==> config.mk <==
export PLATFORM = sky130hd
export DESIGN_NAME = imem_loader
export DESIGN_NICKNAME = d
export VERILOG_FILES = /design/src/rtl/imem_loader.sv
export SDC_FILE = /design/constraint.sdc
export NUM_CORES = 1
export LEC_CHECK = 0
export BUFFER_PORTS_ARGS = -buffer_cell sky130_fd_sc_hd__clkbuf_2
export CAP_MARGIN = 10
export CELL_PAD_IN_SITES_DETAIL_PLACEMENT = 1
export CELL_PAD_IN_SITES_GLOBAL_PLACEMENT = 1
export CORE_MARGIN = 1.5
export CORE_UTILIZATION = 42
export CTS_CLUSTER_SIZE = 40
export DETAILED_ROUTE_END_ITERATION = 10
export PLACE_DENSITY_LB_ADDON = 0.1
export SLEW_MARGIN = 20
export SYNTH_ARGS = -nofsm -noshare
export SYNTH_HDL_FRONTEND = slang
export SYNTH_SLANG_ARGS = --single-unit
==> constraint.sdc <==
create_clock -name clk -period 3.39 [get_ports clk]
set_input_delay 0.1695 -clock clk [delete_from_list [all_inputs] [get_ports clk]]
set_output_delay 0.1695 -clock clk [all_outputs]
set_load 0.1 [all_outputs]
==> src/rtl/imem_loader.sv <==
// UART boot loader: receives a little-endian word count followed by that many
// 32-bit words over 8N1 serial and writes them into instruction memory.
module imem_loader #(
  parameter int          CLKS_PER_BIT = 868,
  parameter int          MAX_WORDS    = 4096,
  parameter logic [31:0] BASE_ADDR    = 32'h0
) (
  input  logic        clk,
  input  logic        rst_n,
  input  logic        rx,
  output logic [3:0]  mem_we,
  output logic [31:0] mem_addr,
  output logic [31:0] mem_wdata,
  output logic        cpu_rst_n,
  output logic        busy,
  output logic        done,
  output logic        err
);

  localparam int CNT_W = $clog2(CLKS_PER_BIT + 1);
  localparam int IDX_W = $clog2(MAX_WORDS + 1);
  localparam logic [CNT_W-1:0] FULL_BIT = CNT_W'(CLKS_PER_BIT - 1);
  localparam logic [CNT_W-1:0] HALF_BIT = CNT_W'(CLKS_PER_BIT / 2 - 1);

  typedef enum logic [1:0] {U_IDLE, U_START, U_DATA, U_STOP} uart_st_t;
  typedef enum logic [1:0] {L_LEN, L_DATA, L_DONE, L_ERR} load_st_t;

  logic             rx_p0, rx_p1;
  uart_st_t         u_st, u_st_nxt;
  logic [CNT_W-1:0] u_cnt, u_cnt_nxt;
  logic [2:0]       u_bit, u_bit_nxt;
  logic [7:0]       u_shift, u_shift_nxt;
  logic             byte_valid, frame_err;

  load_st_t         l_st, l_st_nxt;
  logic [1:0]       l_bcnt, l_bcnt_nxt;
  logic [IDX_W-1:0] l_idx, l_idx_nxt;
  logic [IDX_W-1:0] l_n, l_n_nxt;
  logic [31:0]      asm_w, asm_nxt, word_in;
  logic [3:0]       we_nxt;
  logic [31:0]      addr_nxt, wdata_nxt;
  logic             err_q, err_nxt;

  // Stage p0/p1: rx metastability synchronizer, idles high
  always_ff @(posedge clk or negedge rst_n) begin
    if (!rst_n) begin
      rx_p0 <= 1'b1;
      rx_p1 <= 1'b1;
    end else begin
      rx_p0 <= rx;
      rx_p1 <= rx_p0;
    end
  end

  // UART receiver: samples at bit midpoints, timed from the start-bit midpoint
  always_comb begin
    u_st_nxt    = u_st;
    u_cnt_nxt   = u_cnt + 1'b1;
    u_bit_nxt   = u_bit;
    u_shift_nxt = u_shift;
    byte_valid  = 1'b0;
    frame_err   = 1'b0;
    case (u_st)
      U_IDLE: begin
        u_cnt_nxt = '0;
        if (!rx_p1) u_st_nxt = U_START;
      end
      U_START: if (u_cnt == HALF_BIT) begin
        u_cnt_nxt = '0;
        u_bit_nxt = '0;
        u_st_nxt  = rx_p1 ? U_IDLE : U_DATA;
      end
      U_DATA: if (u_cnt == FULL_BIT) begin
        u_cnt_nxt   = '0;
        u_shift_nxt = {rx_p1, u_shift[7:1]};
        u_bit_nxt   = u_bit + 3'd1;
        if (u_bit == 3'd7) u_st_nxt = U_STOP;
      end
      U_STOP: if (u_cnt == FULL_BIT) begin
        u_cnt_nxt = '0;
        u_st_nxt  = U_IDLE;
        if (rx_p1) byte_valid = 1'b1;
        else       frame_err  = 1'b1;
      end
      default: u_st_nxt = U_IDLE;
    endcase
  end

  always_ff @(posedge clk or negedge rst_n) begin
    if (!rst_n) begin
      u_st  <= U_IDLE;
      u_cnt <= '0;
      u_bit <= '0;
    end else begin
      u_st  <= u_st_nxt;
      u_cnt <= u_cnt_nxt;
      u_bit <= u_bit_nxt;
    end
  end

  always_ff @(posedge clk) begin
    u_shift <= u_shift_nxt;
    asm_w   <= asm_nxt;
  end

  // Each received byte enters at the top, so the first byte of a word ends in bits 7:0
  assign word_in = {u_shift, asm_w[31:8]};

  always_comb begin
    l_st_nxt   = l_st;
    l_bcnt_nxt = l_bcnt;
    l_idx_nxt  = l_idx;
    l_n_nxt    = l_n;
    asm_nxt    = asm_w;
    we_nxt     = 4'b0000;
    addr_nxt   = mem_addr;
    wdata_nxt  = mem_wdata;
    case (l_st)
      L_LEN: begin
        if (frame_err) begin
          l_st_nxt = L_ERR;
        end else if (byte_valid) begin
          asm_nxt    = word_in;
          l_bcnt_nxt = l_bcnt + 2'd1;
          if (l_bcnt == 2'd3) begin
            if (word_in == 32'd0) begin
              l_st_nxt = L_DONE;
            end else if (word_in > 32'(MAX_WORDS)) begin
              l_st_nxt = L_ERR;
            end else begin
              l_st_nxt  = L_DATA;
              l_idx_nxt = '0;
              l_n_nxt   = IDX_W'(word_in);
            end
          end
        end
      end
      L_DATA: begin
        if (frame_err) begin
          l_st_nxt = L_ERR;
        end else if (mem_we[0] && (l_idx == l_n)) begin
          // The last word's write is on the bus this cycle
          l_st_nxt = L_DONE;
        end else if (byte_valid) begin
          asm_nxt    = word_in;
          l_bcnt_nxt = l_bcnt + 2'd1;
          if (l_bcnt == 2'd3) begin
            we_nxt    = 4'b1111;
            addr_nxt  = BASE_ADDR + (32'(l_idx) << 2);
            wdata_nxt = word_in;
            l_idx_nxt = l_idx + 1'b1;
          end
        end
      end
      default: ;
    endcase
    err_nxt = err_q | frame_err | (l_st_nxt == L_ERR);
  end

  always_ff @(posedge clk or negedge rst_n) begin
    if (!rst_n) begin
      l_st      <= L_LEN;
      l_bcnt    <= '0;
      l_idx     <= '0;
      l_n       <= '0;
      mem_we    <= 4'b0000;
      mem_addr  <= '0;
      mem_wdata <= '0;
      err_q     <= 1'b0;
    end else begin
      l_st      <= l_st_nxt;
      l_bcnt    <= l_bcnt_nxt;
      l_idx     <= l_idx_nxt;
      l_n       <= l_n_nxt;
      mem_we    <= we_nxt;
      mem_addr  <= addr_nxt;
      mem_wdata <= wdata_nxt;
      err_q     <= err_nxt;
    end
  end

  // busy is qualified by rst_n so it reads 0 during reset yet 1 on the first cycle after
  assign busy      = rst_n & ((l_st == L_LEN) | (l_st == L_DATA));
  assign done      = (l_st == L_DONE);
  assign cpu_rst_n = (l_st == L_DONE);
  assign err       = err_q;

endmodule

---- Yosys cells after proc, flatten, opt, wreduce, memory -nomap -nowiden ----
Index checks and enable logic that the tools add are counted.
storage, ports and cells
  register bits ........................... 137
  input port bits ......................... 3
cells by class
  add/sub/neg operators ................... 4
  $lt $le $gt $ge ......................... 1
  equal/unequal tests ..................... 25
  mux-type cells .......................... 52
  bitwise operators ....................... 8
  reduce and logical (&&, ||, !) cells .... 14
operator list
  operator                                                                 count
  32-bit 2-to-1 mux                                                        4
  13-bit 2-to-1 mux                                                        9
  32-bit one-hot mux with 2 select lines                                   1
  2-bit 2-to-1 mux                                                         17
  32-bit by 13-bit > comparator with 1-bit output (second input constant)  1
  32-bit zero test                                                         1
  10-bit one-hot mux with 3 select lines                                   1
  2-bit != test (second input constant)                                    14
  13-bit one-hot mux with 2 select lines                                   1
  10-bit 2-to-1 mux                                                        2
  4-bit 2-to-1 mux                                                         5
  13-bit by 1-bit adder with 13-bit output (second input constant)         1
  13-bit equality test                                                     1
  10-bit by 1-bit adder with 10-bit output (second input constant)         1
  10-bit equality test (second input constant)                             1
  10-bit by 9-bit equality test with 1-bit output (second input constant)  1
  2-bit equality test (second input constant)                              5
  10-bit AND reduction                                                     1
  5-bit AND reduction                                                      2
  2-bit one-hot mux with 2 select lines                                    2
  2-bit one-hot mux with 4 select lines                                    1
  1-bit 2-to-1 mux                                                         6
  3-bit 2-to-1 mux                                                         2
  3-bit one-hot mux with 2 select lines                                    1
  15 further kinds                                                         23

---- Logic depth before layout (Yosys ltp) ----
Gate-level depths: netlist of the first run.
  word-level depth ........................ 9
  depth in mapped cells ................... 11

---- Least setup slack after synthesis of the first run ----
No wires, ideal clock.
  kind .................................... register to register
  start point ............................. register u_cnt[0]
  end point ............................... register l_bcnt[1]
  library setup time ...................... 0.125 ns
  arrival time ............................ 3.519 ns
  data required time ...................... 3.265 ns
  slack ................................... -0.254 ns
  cell stages (with the launch flop) ...... 6
  path through ............................ dfrtp_1 ha_1 nand4b_1 or4_1 a2111oi_2 mux2_2
between the ends
  longest elaborated chain between the ends .. 7
RTL lines
  element                                line  text
  start, declared                        30    logic [CNT_W-1:0] u_cnt, u_cnt_nxt;
  start signal, assigned                 96    u_cnt <= u_cnt_nxt;
  10-bit equality test (*)               79    U_STOP: if (u_cnt == FULL_BIT) begin
  1-bit 2-to-1 mux                       79
  1-bit 2-to-1 mux                       63    case (u_st)
  2-bit 2-to-1 mux (3 in a row)          n/a
  2-bit one-hot mux with 2 select lines  n/a
  end signal, assigned                   172   l_bcnt <= l_bcnt_nxt;
  end, declared                          36    logic [1:0] l_bcnt, l_bcnt_nxt;
Mark *: on every way between the ends. The rest lies on a longest branch, timed or not. The select of a mux whose other input is x is not followed.
A chain may end at the register's enable or synchronous reset.

---- Worst setup path in the final report of the first run ----
  start point ............................. register l_idx[3]
  end point ............................... register mem_wdata[8]
between the ends
  longest elaborated chain between the ends .. 4
RTL lines
  element                               line  text
  start, declared                       37    logic [IDX_W-1:0] l_idx, l_idx_nxt;
  start signal, assigned                173   l_idx <= l_idx_nxt;
  13-bit equality test                  141   end else if (mem_we[0] && (l_idx == l_n)) begin
  1-bit logical AND                     141
  1-bit inverter (no source line)       n/a
  5-bit AND reduction (no source line)  n/a
  end signal, assigned                  177   mem_wdata <= wdata_nxt;
  end, declared                         13    output logic [31:0] mem_wdata,
No other way between the ends.

==> results.json, run 1 <==
{
  "grt_pass1_vias": 3705,
  "reg2reg_from": "l_idx[3]$_DFFE_PN0P_",
  "post_cts_resized": 0,
  "finalClockSkew_ns": 0.00736,
  "p_leak_nw": 3.02,
  "cts_buffers": 17,
  "overflow": 0,
  "syn2layout_area_growth_pct": 16.2,
  "num-fill-cells": 1403,
  "ys_seq_area_share_pct": 60.2,
  "yosys_warnings": 0,
  "hpwl_um": 8000,
  "drive_gt1_share_pct": 26.0,
  "dp.cells": 658,
  "cp-end-kind": "flop",
  "startpoint_type": "flop",
  "final_area_um2": 6400,
  "drc": 0,
  "worstRegToRegCells": 5,
  "syn_area_um2": 5510,
  "die_x_um": 118,
  "tritoncts": "yes",
  "avgSynthCellArea_um2": 12.3,
  "min_path_type": "primary input to asynchronous set/reset pin",
  "cellPowerDensity_nw_per_um2": 520,
  "setup_viol": 0,
  "status": "finished, final reports clean",
  "fin_cells": 692,
  "drt-total-wl_um": 11700,
  "wl_per_cell_um": 16.9,
  "clockPowerShare_pct": 49.6,
  "setup_slack_ns": 0.612,
  "die_y_um": 118,
  "final_cell_mix": "92 x dfrtp_1, 57 x nand2_1, 54 x clkbuf_2, 32 x edfxtp_1, 30 x nor2_1",
  "pwr-share-comb_pct": 3.7,
  "clk_pin_slew_ns": 0.06,
  "post-route-period-util_pct": 82.0,
  "synth-async-reset-ratio_pct": 74.6,
  "antenna_left": 0,
  "dr.pass1.iters": 4,
  "worst-setup-path-type": "flop to flop",
  "tns_ns": 0,
  "fin_crit_ns": 2.78,
  "antenna_found_initial": 0,
  "drt_iter0_drc": 158,
  "crit_buf_inv": 0,
  "grt_pass1_wl_um": 19500,
  "cp_cell_sequence": "xnor2_1 > nand4_1 > o41ai_1 > or3_4 > mux2_2",
  "cts_setup_buffers": 0,
  "fp-row-count": 41,
  "slew_headroom_pct": 48.1,
  "hold_viol": 0,
  "ys_seq_elements": 126,
  "switchingPower_w": 0.000831,
  "num_vias": 3513,
  "nets": 516,
  "grt_use_total_pct": 18.2,
  "synth_area_leaders": "dfrtp_1 42%, edfxtp_1 17%, mux2_2 5.7%",
  "startpoint": "l_idx[3]$_DFFE_PN0P_",
  "place_ws_ns": 0.612,
  "peakVddDrop_uv": 297,
  "synth_cells": 449,
  "cts_sinks": 126,
  "cts_max_level": 4,
  "drv_cap": 0,
  "final_common_cell": "dfrtp_1",
  "diodes": 0,
  "synth_edf_count": 32,
  "critical_path.max_stage_delay_ns": 0.68,
  "io_buffers": 55,
  "synth_area_leader_cell": "dfrtp_1",
  "root_buffer": "clkbuf_16",
  "die-area_um2": 13800,
  "report.final.slew_viol_count": 0,
  "cpLargestDelayFamily": "simple AND/OR/NAND/NOR gates",
  "critPathArrivalTime_ns": 3.07,
  "clk_path_buf_depth": 2,
  "io_pins": 75,
  "reg2reg_to": "mem_wdata[8]$_DFFE_PN0P_",
  "ys_types": 50,
  "internal_power_w": 0.00250,
  "worst_pin_slew_ns": 0.776,
  "vias_per_cell": 5.08,
  "cp.required_ns": 3.69,
  "grt_max_degree": 52,
  "clock_latency_ns": 0.42,
  "crit_slowest_cell": "or3_4",
  "cp_max_fo": 48,
  "ctsHoldBuffers": 2,
  "coreArea_um2": 12700,
  "reg2reg_slack_ns": 0.61,
  "seqPwrFrac_pct": 46.7,
  "p_sw_share_pct": 25.0,
  "rsz0062_at_grt": "false",
  "fmax_mhz": 360,
  "gp_congestion": 0.777,
  "synth.top_cell.area_share_pct": 41.8,
  "synth_top_flop_cell": "dfrtp_1",
  "place_area_um2": 5850,
  "start_util_pct": 43.3
}
==> power by group through the flow <==
stage	Sequential [W]	Combinational, W	Clock, W
3_3_place_gp	0.00158	0.000122	0
4_1_cts	0.00155	0.000125	0.00169
6_report	0.00155	0.000123	0.00165
5_1_grt	0.00155	0.000128	0.00174
3_5_place_dp	0.00158	0.000123	0
2_1_floorplan	0.00158	0.000113	0
==> state kept, by name (all words and copies together), names as in the netlist, named ones only <==
name and flops:
err 1, l_bcnt 2, mem_wdata 32, mem_we 1, u_bit 3, rx_p1 1
u_shift 8, asm_w 24, rx_p0 1, u_cnt 10, u_st 1, mem_addr 13
l_st 2, l_idx 13, l_n 13
==> cell families after synthesis <==
| group | synth area share [%] |
|---|---|
| xor+xnor | 4.45 |
| flops | 60.2 |
| simple gates | 14.0 |
| other cells | 0.0680 |
| fa+ha+maj | 1.36 |
| mux | 9.76 |
| buf+inv | 5.72 |
| compound gates | 4.47 |
==> worst max path at each step <==
stage / to / slack (ns) / depth (start not counted)
floorplan: l_bcnt[1]$_DFFE_PN0P_ / 0.44 / 5
global placement: l_n[2]$_DFFE_PN0P_ / 0.65 / 7
detailed placement: l_n[2]$_DFFE_PN0P_ / 0.61 / 7
CTS: l_n[2]$_DFFE_PN0P_ / 0.58 / 7
global route: l_n[2]$_DFFE_PN0P_ / 0.36 / 7
finish: mem_wdata[8]$_DFFE_PN0P_ / 0.61 / 5
==> Yosys cell counts, types with 6 or more instances <==
master,n
buf_2,6
nor4_1,12
nand4_1,10
mux2_2,28
edfxtp_1,32
xnor2_1,22
xor2_1,6
mux2_1,18
buf_4,24
nor3_1,6
ha_1,6
nor2_1,30
a21oi_1,11
nand2_1,57
dfrtp_1,92
nand3_1,11
clkbuf_1,8
inv_1,7
==> worst register-to-register path: cells and delay by family, from the launching register on <==
family                    cells  cell delay [ns]
xor gates and xnor gates      1             0.30
and+or+nand+nor               2             0.83
muxes                         1             0.44
AOI/OAI and AO/OA             1             0.61
DFF                           1             0.49
==> cell type report <==
type / count / area (um^2) / area share [%]
Tap cell: 172 / 215 / 3.36
Clock inverter: 15 / 111 / 1.74
Timing Repair Buffer: 64 / 350 / 5.47
Sequential cell: 126 / 3320 / 51.8
Multi-Input combinational cell: 291 / 1960 / 30.6
Inverter: 7 / 26.3 / 0.410
Clock buffer: 17 / 425 / 6.64
==> per-stage QoR <==
stage / util, % / hold slack [ns] / power, W
6_report: 50.3 / 0.300 / 0.00333
5_1_grt: 50.3 / 0.352 / 0.00343
4_1_cts: 50.3 / 0.320 / 0.00337
3_5_place_dp: 46.0 / 0.216 / 0.00171
3_3_place_gp: 46.0 / 0.205 / 0.00171
2_1_floorplan: - / -0.126 / 0.00170
==> routing by layer <==
metal | up-vias | share of wire [%] | wire length [um] | track usage, %
met2 | 58 | 52 | 6060 | 31.0
met5 | - | 0 | 0 | 0
met4 | 0 | 1.8 | 206 | 8.00
met1 | 1789 | 44 | 5130 | 22.4
met3 | 16 | 2.6 | 305 | 3.68
li1 | 1650 | - | - | -
Power figures use the tool's default switching activity.
==> run 2, diff against run 1 <==
Clock period 3.39 ns to 2.3 ns, I/O delays scaled along.
==> run 2 against run 1 <==
Against the previous run:
- wire length grew 18%
- register-to-register slack lost 0.57 ns
- global-route usage grew 2.3 points
- clock-buffer cell count is the same
- critical path depth grew 2
- combinational power grew 52%
- largest cell class unchanged
- final cell count grew 7.4%
- worst setup slack lost 0.57 ns
- sequential power grew 48%
- non-clock buffer count grew 51
==> results.json, run 2 (synthesized netlist as in run 1, its figures left out) <==
{
  "status": "finished, final reports clean",
  "fin_crit_ns": 2.26,
  "io_pins": 75,
  "place_area_um2": 6240,
  "vias_per_cell": 5.14,
  "reg2reg_from": "u_cnt[0]$_DFF_PN0_",
  "crit_slowest_cell": "or3_4",
  "gp_congestion": 0.825,
  "worst_pin_slew_ns": 0.552,
  "holdPathStages": 2,
  "worst-setup-path-type": "flop to flop",
  "drv_cap": 0,
  "num-fill-cells": 1365,
  "final_common_cell": "dfrtp_1",
  "tritoncts": "yes",
  "final_cell_mix": "91 x dfrtp_1, 57 x nand2_1, 54 x clkbuf_2, 49 x buf_4, 32 x edfxtp_1",
  "pwr-share-comb_pct": 3.7,
  "multi_input_area_um2": 2150,
  "hold_viol": 0,
  "slew_headroom_pct": 63.4,
  "io_buffers": 55,
  "reg2reg_to": "l_idx[7]$_DFFE_PN0P_",
  "clk_pin_slew_ns": 0.06,
  "grt_pass1_wl_um": 21600,
  "hpwl_um": 9290,
  "critPathArrivalTime_ns": 2.61,
  "final_area_um2": 7120,
  "drive_gt1_share_pct": 37.3,
  "p_sw_share_pct": 24.3,
  "min_to": "rx_p0$_DFF_PN1_",
  "fp-row-count": 41,
  "root_buffer": "clkbuf_16",
  "reg2reg_slack_ns": 0.04,
  "seqPwrFrac_pct": 45.6,
  "grt_pass1_vias": 4098,
  "dr.pass1.iters": 4,
  "die_y_um": 118,
  "antenna_found_initial": 0,
  "fmax_mhz": 442,
  "place_ws_ns": -0.0682,
  "min_path_type": "primary input to flop",
  "antenna_left": 0,
  "cts_buffers": 17,
  "finalClockSkew_ns": 0.00470,
  "startpoint_type": "flop",
  "seq_area_um2": 3320,
  "p_total_w": 0.00502,
  "start_util_pct": 43.3,
  "diodes": 0,
  "p_leak_nw": 3.37,
  "die-area_um2": 13800,
  "switchingPower_w": 0.00122,
  "setup_slack_ns": 0.0384,
  "grt_use_total_pct": 20.4,
  "clockPowerShare_pct": 50.7,
  "cpMostUsedCell": "or3_4",
  "overflow": 0,
  "cp.required_ns": 2.65,
  "drt_iter0_drc": 113,
  "wl_per_cell_um": 18.6,
  "cellPowerDensity_nw_per_um2": 706,
  "hold-worst-slack_ns": 0.329,
  "drc": 0,
  "clk_path_buf_depth": 2,
  "largest_reg_flops": 32,
  "cp_cell_sequence": "ha_2 > nand4b_1 > or3_4 > or3_4 > buf_12 > a2111oi_4 > o21bai_1",
  "critical_path.max_stage_delay_ns": 0.47,
  "cpLargestDelayFamily": "simple AND/OR/NAND/NOR gates",
  "rsz0062_at_grt": "true",
  "syn2layout_area_growth_pct": 29.1,
  "cp.depth": 7,
  "coreArea_um2": 12700,
  "cp_max_fo": 5,
  "internal_power_w": 0.00380,
  "cts_max_level": 4,
  "die_x_um": 118,
  "setup_viol": 0,
  "peakVddDrop_uv": 419,
  "hp-start": "rx",
  "cp-end-kind": "flop",
  "drt-total-wl_um": 13800,
  "clock_latency_ns": 0.42,
  "cts_sinks": 126,
  "report.final.slew_viol_count": 0,
  "crit_buf_inv": 1,
  "reg_top3": "mem_wdata: 32 flops, asm_w: 24 flops",
  "grt_max_degree": 95,
  "num_vias": 3822,
  "top_register": "mem_wdata",
  "worstRegToRegCells": 7,
  "nets": 567,
  "post-route-period-util_pct": 98.3
}
==> run 2: cell count changes in the layout (fill, tap and decap cells not counted), sizes merged <==
cell | before | now
bufinv | 0 | 1
clkbuf | 71 | 73
inv | 13 | 11
clkinvlp | 4 | 1
clkinv | 5 | 9
buf | 8 | 57
==> run 2: repair_timing <==
action,4_1_cts,5_1_grt
hold endpoints to repair,93,0
cloned,0,2
hold buffers,2,0
endpoints found under the setup margin,45,105
pin swaps,4,12
setup buffers,0,7
gates resized for setup,5,26
==> run 2: routing by layer <==
layer / GRT usage [%] / vias up / wire (um)
li1: - / 1762 / -
met1: 23.8 / 1961 / 5710
met2: 36.2 / 83 / 7310
met3: 4.70 / 16 / 504
met4: 8.61 / 0 / 280
met5: 0 / - / 0
==> run 2: worst reg2reg max path, stage by stage, from the launching register on <==
cell,delay (ns)
dfrtp_1,0.36
ha_2,0.19
nand4b_1,0.18
or3_4,0.39
or3_4,0.47
buf_12,0.18
a2111oi_4,0.27
o21bai_1,0.14
==> run 2: metrics by stage <==
step | utilization, % | setup TNS [ns] | instances
after global placement | 49.0 | -0.0652 | 700
after floorplan | - | -10.79 | 467
after detailed placement | 49.0 | -1.53 | 700
after global routing | 55.9 | -0.467 | 743
after CTS | 53.8 | -0.202 | 734
final | 55.9 | 0 | 743
==> run 2: final cells by class <==
type / count / share of cell area (%)
multi-input combinational: 291 / 30.2
inverter: 7 / 0.422
timing repair buffer: 115 / 11.8
clock buffer: 17 / 5.98
clock inverter: 15 / 1.95
tap: 172 / 3.02
sequential: 126 / 46.6
==> run 2: power by group through the flow <==
stage	registers [W]	logic (W)	clock network, W
after floorplan	0.00233	0.000167	0
after global placement	0.00233	0.000187	0
after detailed placement	0.00233	0.000187	0
after CTS	0.00229	0.000190	0.00259
after global routing	0.00229	0.000196	0.00267
final	0.00229	0.000187	0.00254
==> run 2: worst max-delay path by stage <==
stage	startpoint	to
finish	u_cnt[0]$_DFF_PN0_	l_idx[7]$_DFFE_PN0P_
global route	u_cnt[0]$_DFF_PN0_	l_idx[1]$_DFFE_PN0P_
CTS	u_cnt[0]$_DFF_PN0_	l_idx[3]$_DFFE_PN0P_
detailed placement	u_cnt[1]$_DFF_PN0_	l_idx[7]$_DFFE_PN0P_
global placement	asm_w[24]$_DFFE_PP_	err$_DFF_PN0_
floorplan	u_cnt[0]$_DFF_PN0_	l_bcnt[1]$_DFFE_PN0P_
==> run 3, diff against run 2 <==
Settings changed: ABC_AREA set to 1, CORE_UTILIZATION 42 to 40, REMOVE_ABC_BUFFERS set to 1.
==> run 3 against run 2 <==
Against the previous run:
- synthesized cell count is 51% higher
- total power is 2.8% lower
- critical path type unchanged
- hold slack worse by 0.011 ns
- wire length is 0.92% lower
- non-clock buffer count is 48 lower
- cell area is 3.2% lower
==> results.json, run 3 <==
{
  "grt_max_degree": 95,
  "grt_pass1_wl_um": 23000,
  "drt_iter0_drc": 197,
  "worst_pin_slew_ns": 0.568,
  "crit_buf_inv": 2,
  "ys_seq_area_share_pct": 55.3,
  "report.final.slew_viol_count": 0,
  "synth_edf_count": 32,
  "setup_slack_ns": 0.267,
  "fin_util_pct": 47.2,
  "cp_max_fo": 25,
  "synth_area_leaders": "dfrtp_1 38%, edfxtp_1 16%, nand2_1 15%",
  "nets": 752,
  "tritoncts": "yes",
  "root_buffer": "clkbuf_16",
  "critPathArrivalTime_ns": 2.12,
  "ys_types": 38,
  "setup_viol": 0,
  "p_leak_nw": 3.42,
  "synth_area_leader_cell": "dfrtp_1",
  "peakVddDrop_uv": 458,
  "num_vias": 4444,
  "startpoint_type": "flop",
  "cts_buffers": 17,
  "cp.required_ns": 2.39,
  "avgSynthCellArea_um2": 8.85,
  "synth.top_cell.area_share_pct": 38.4,
  "worstRegToRegCells": 8,
  "clock_latency_ns": 0.42,
  "syn2layout_area_growth_pct": 15.0,
  "worst-setup-path-type": "flop to flop",
  "clk_pin_slew_ns": 0.06,
  "syn_area_um2": 5990,
  "gp_congestion": 0.853,
  "top_register": "mem_wdata",
  "coreArea_um2": 14600,
  "drv_cap": 0,
  "grt_pass1_vias": 4571,
  "cellPowerDensity_nw_per_um2": 709,
  "crit_slowest_cell": "dfrtp_1",
  "antenna_found_initial": 0,
  "hold_viol": 0,
  "critical_path.max_stage_delay_ns": 0.39,
  "fp-row-count": 44,
  "fin_crit_ns": 2.03,
  "synthTopCellsByCount": "232 x nand2_1, 92 x dfrtp_1, 78 x nor2_1",
  "ys_seq_elements": 126,
  "place_area_um2": 6340,
  "cp.depth": 8,
  "overflow": 0,
  "yosysMostFrequentCell": "nand2_1",
  "synth_top_flop_cell": "dfrtp_1",
  "reg2reg_slack_ns": 0.27,
  "drive_gt1_share_pct": 17.2,
  "min_path_type": "primary input to asynchronous set/reset pin",
  "clk_path_buf_depth": 2,
  "cp-end-kind": "flop",
  "antenna_left": 0,
  "vias_per_cell": 4.73,
  "synth_cells": 677,
  "cpMostUsedCell": "nor2_4",
  "rsz0062_at_grt": "false",
  "yosys_warnings": 0,
  "io_pins": 75,
  "dr.pass1.iters": 4,
  "cts_sinks": 126,
  "diodes": 0,
  "post_cts_resized": 0,
  "fmax_mhz": 492,
  "final_cell_mix": "232 x nand2_1, 92 x dfrtp_1, 78 x nor2_1, 73 x inv_1, 54 x clkbuf_2",
  "hpwl_um": 10000,
  "slew_headroom_pct": 62.3,
  "cpLargestDelayFamily": "simple AND/OR/NAND/NOR gates",
  "post-route-period-util_pct": 88.4,
  "start_util_pct": 41.1,
  "grt_use_total_pct": 18.8,
  "die_y_um": 125,
  "drt-total-wl_um": 13700,
  "reg_top3": "mem_wdata: 32 flops, asm_w: 24 flops",
  "wl_per_cell_um": 14.5,
  "status": "finished, final reports clean",
  "drc": 0,
  "final_common_cell": "nand2_1",
  "cp_cell_sequence": "ha_1 > nand2_1 > nor2_4 > nand3_4 > nor2_4 > nand2_4 > inv_1 > buf_4",
  "io_buffers": 55,
  "cts_setup_buffers": 0,
  "synth-async-reset-ratio_pct": 74.6,
  "largest_reg_flops": 32,
  "finalClockSkew_ns": 0.00738,
  "die-area_um2": 15700,
  "cts_max_level": 4,
  "place_ws_ns": 0.247,
  "final_area_um2": 6890,
  "die_x_um": 125
}
[run 3: cell count changes in the layout (fill, tap and decap cells not counted), moves of 11 or more]
| cell | change |
|---|---|
| nand2_1 | +175 |
| o21ai_1 | +30 |
| mux2_1 | -18 |
| mux2_2 | -27 |
| nor2_1 | +48 |
| xnor2_2 | -11 |
| o21ai_2 | +18 |
| buf_4 | -39 |
| inv_1 | +67 |
[run 3: metrics by stage]
stage / std cells / hold WS (ns) / TNS, ns / total power, W
after floorplan: 657 / -0.181 / -155.30 / 0.00248
after global placement: 906 / 0.204 / 0 / 0.00252
after detailed placement: 906 / 0.204 / 0 / 0.00252
after CTS: 940 / 0.301 / 0 / 0.00495
after global routing: 940 / 0.319 / 0 / 0.00505
final: 940 / 0.318 / 0 / 0.00488
[run 3: per-layer routing]
layer | part of all wire [%] | up-vias | GRT usage (%)
li1 | - | 2223 | -
met1 | 45 | 2135 | 23.4
met2 | 49 | 68 | 31.5
met3 | 3.6 | 18 | 4.79
met4 | 1.6 | 0 | 7.22
met5 | 0 | - | 0
[run 3: cells by family after synthesis]
group | share of synthesized area, %
flip-flops | 55.3
adder cells (fa/ha/maj) | 1.25
AO/OA/AOI/OAI | 6.49
other | 0.0626
buffers and inverters | 9.94
XOR/XNOR | 1.61
AND/OR/NAND/NOR | 25.3
[run 3: final cells by class]
cell class	instances	area, um^2
Clock buffer	22	464
Clock inverter	10	67.6
Fill cell	1743	7700
Inverter	74	278
Multi-Input combinational cell	457	2150
Sequential cell	126	3320
Tap cell	184	230
Timing Repair Buffer	67	385
[run 3: tightest hold or removal path, stage by stage]
cell	delay (ns)
dlygate4sd3_1	0.52
buf_4	0.14
buf_12	0.40
[run 3: power by group]
part / switching (W) / internal, W / total, W
combinational: 0.000177 / 0.00000848 / 0.000186
clock: 0.000977 / 0.00143 / 0.00240
sequential: 0.00000255 / 0.00229 / 0.00229
[run 3: what timing repair did]
action | 4_1_cts | 5_1_grt
endpoints found under the setup margin | 0 | 0
hold endpoints to repair | 93 | 0
hold buffers | 2 | 0
[run 3: worst paths after layout]
check	start	end
max	u_cnt[0]$_DFF_PN0_	asm_w[19]$_DFFE_PP_
min	rst_n	mem_wdata[0]$_DFFE_PN0P_
max reg2reg	u_cnt[0]$_DFF_PN0_	asm_w[19]$_DFFE_PP_
min reg2reg	rx_p0$_DFF_PN1_	rx_p1$_DFF_PN1_
max in group asynchronous	rst_n	rx_p0$_DFF_PN1_
min in group clk	rx	rx_p0$_DFF_PN1_
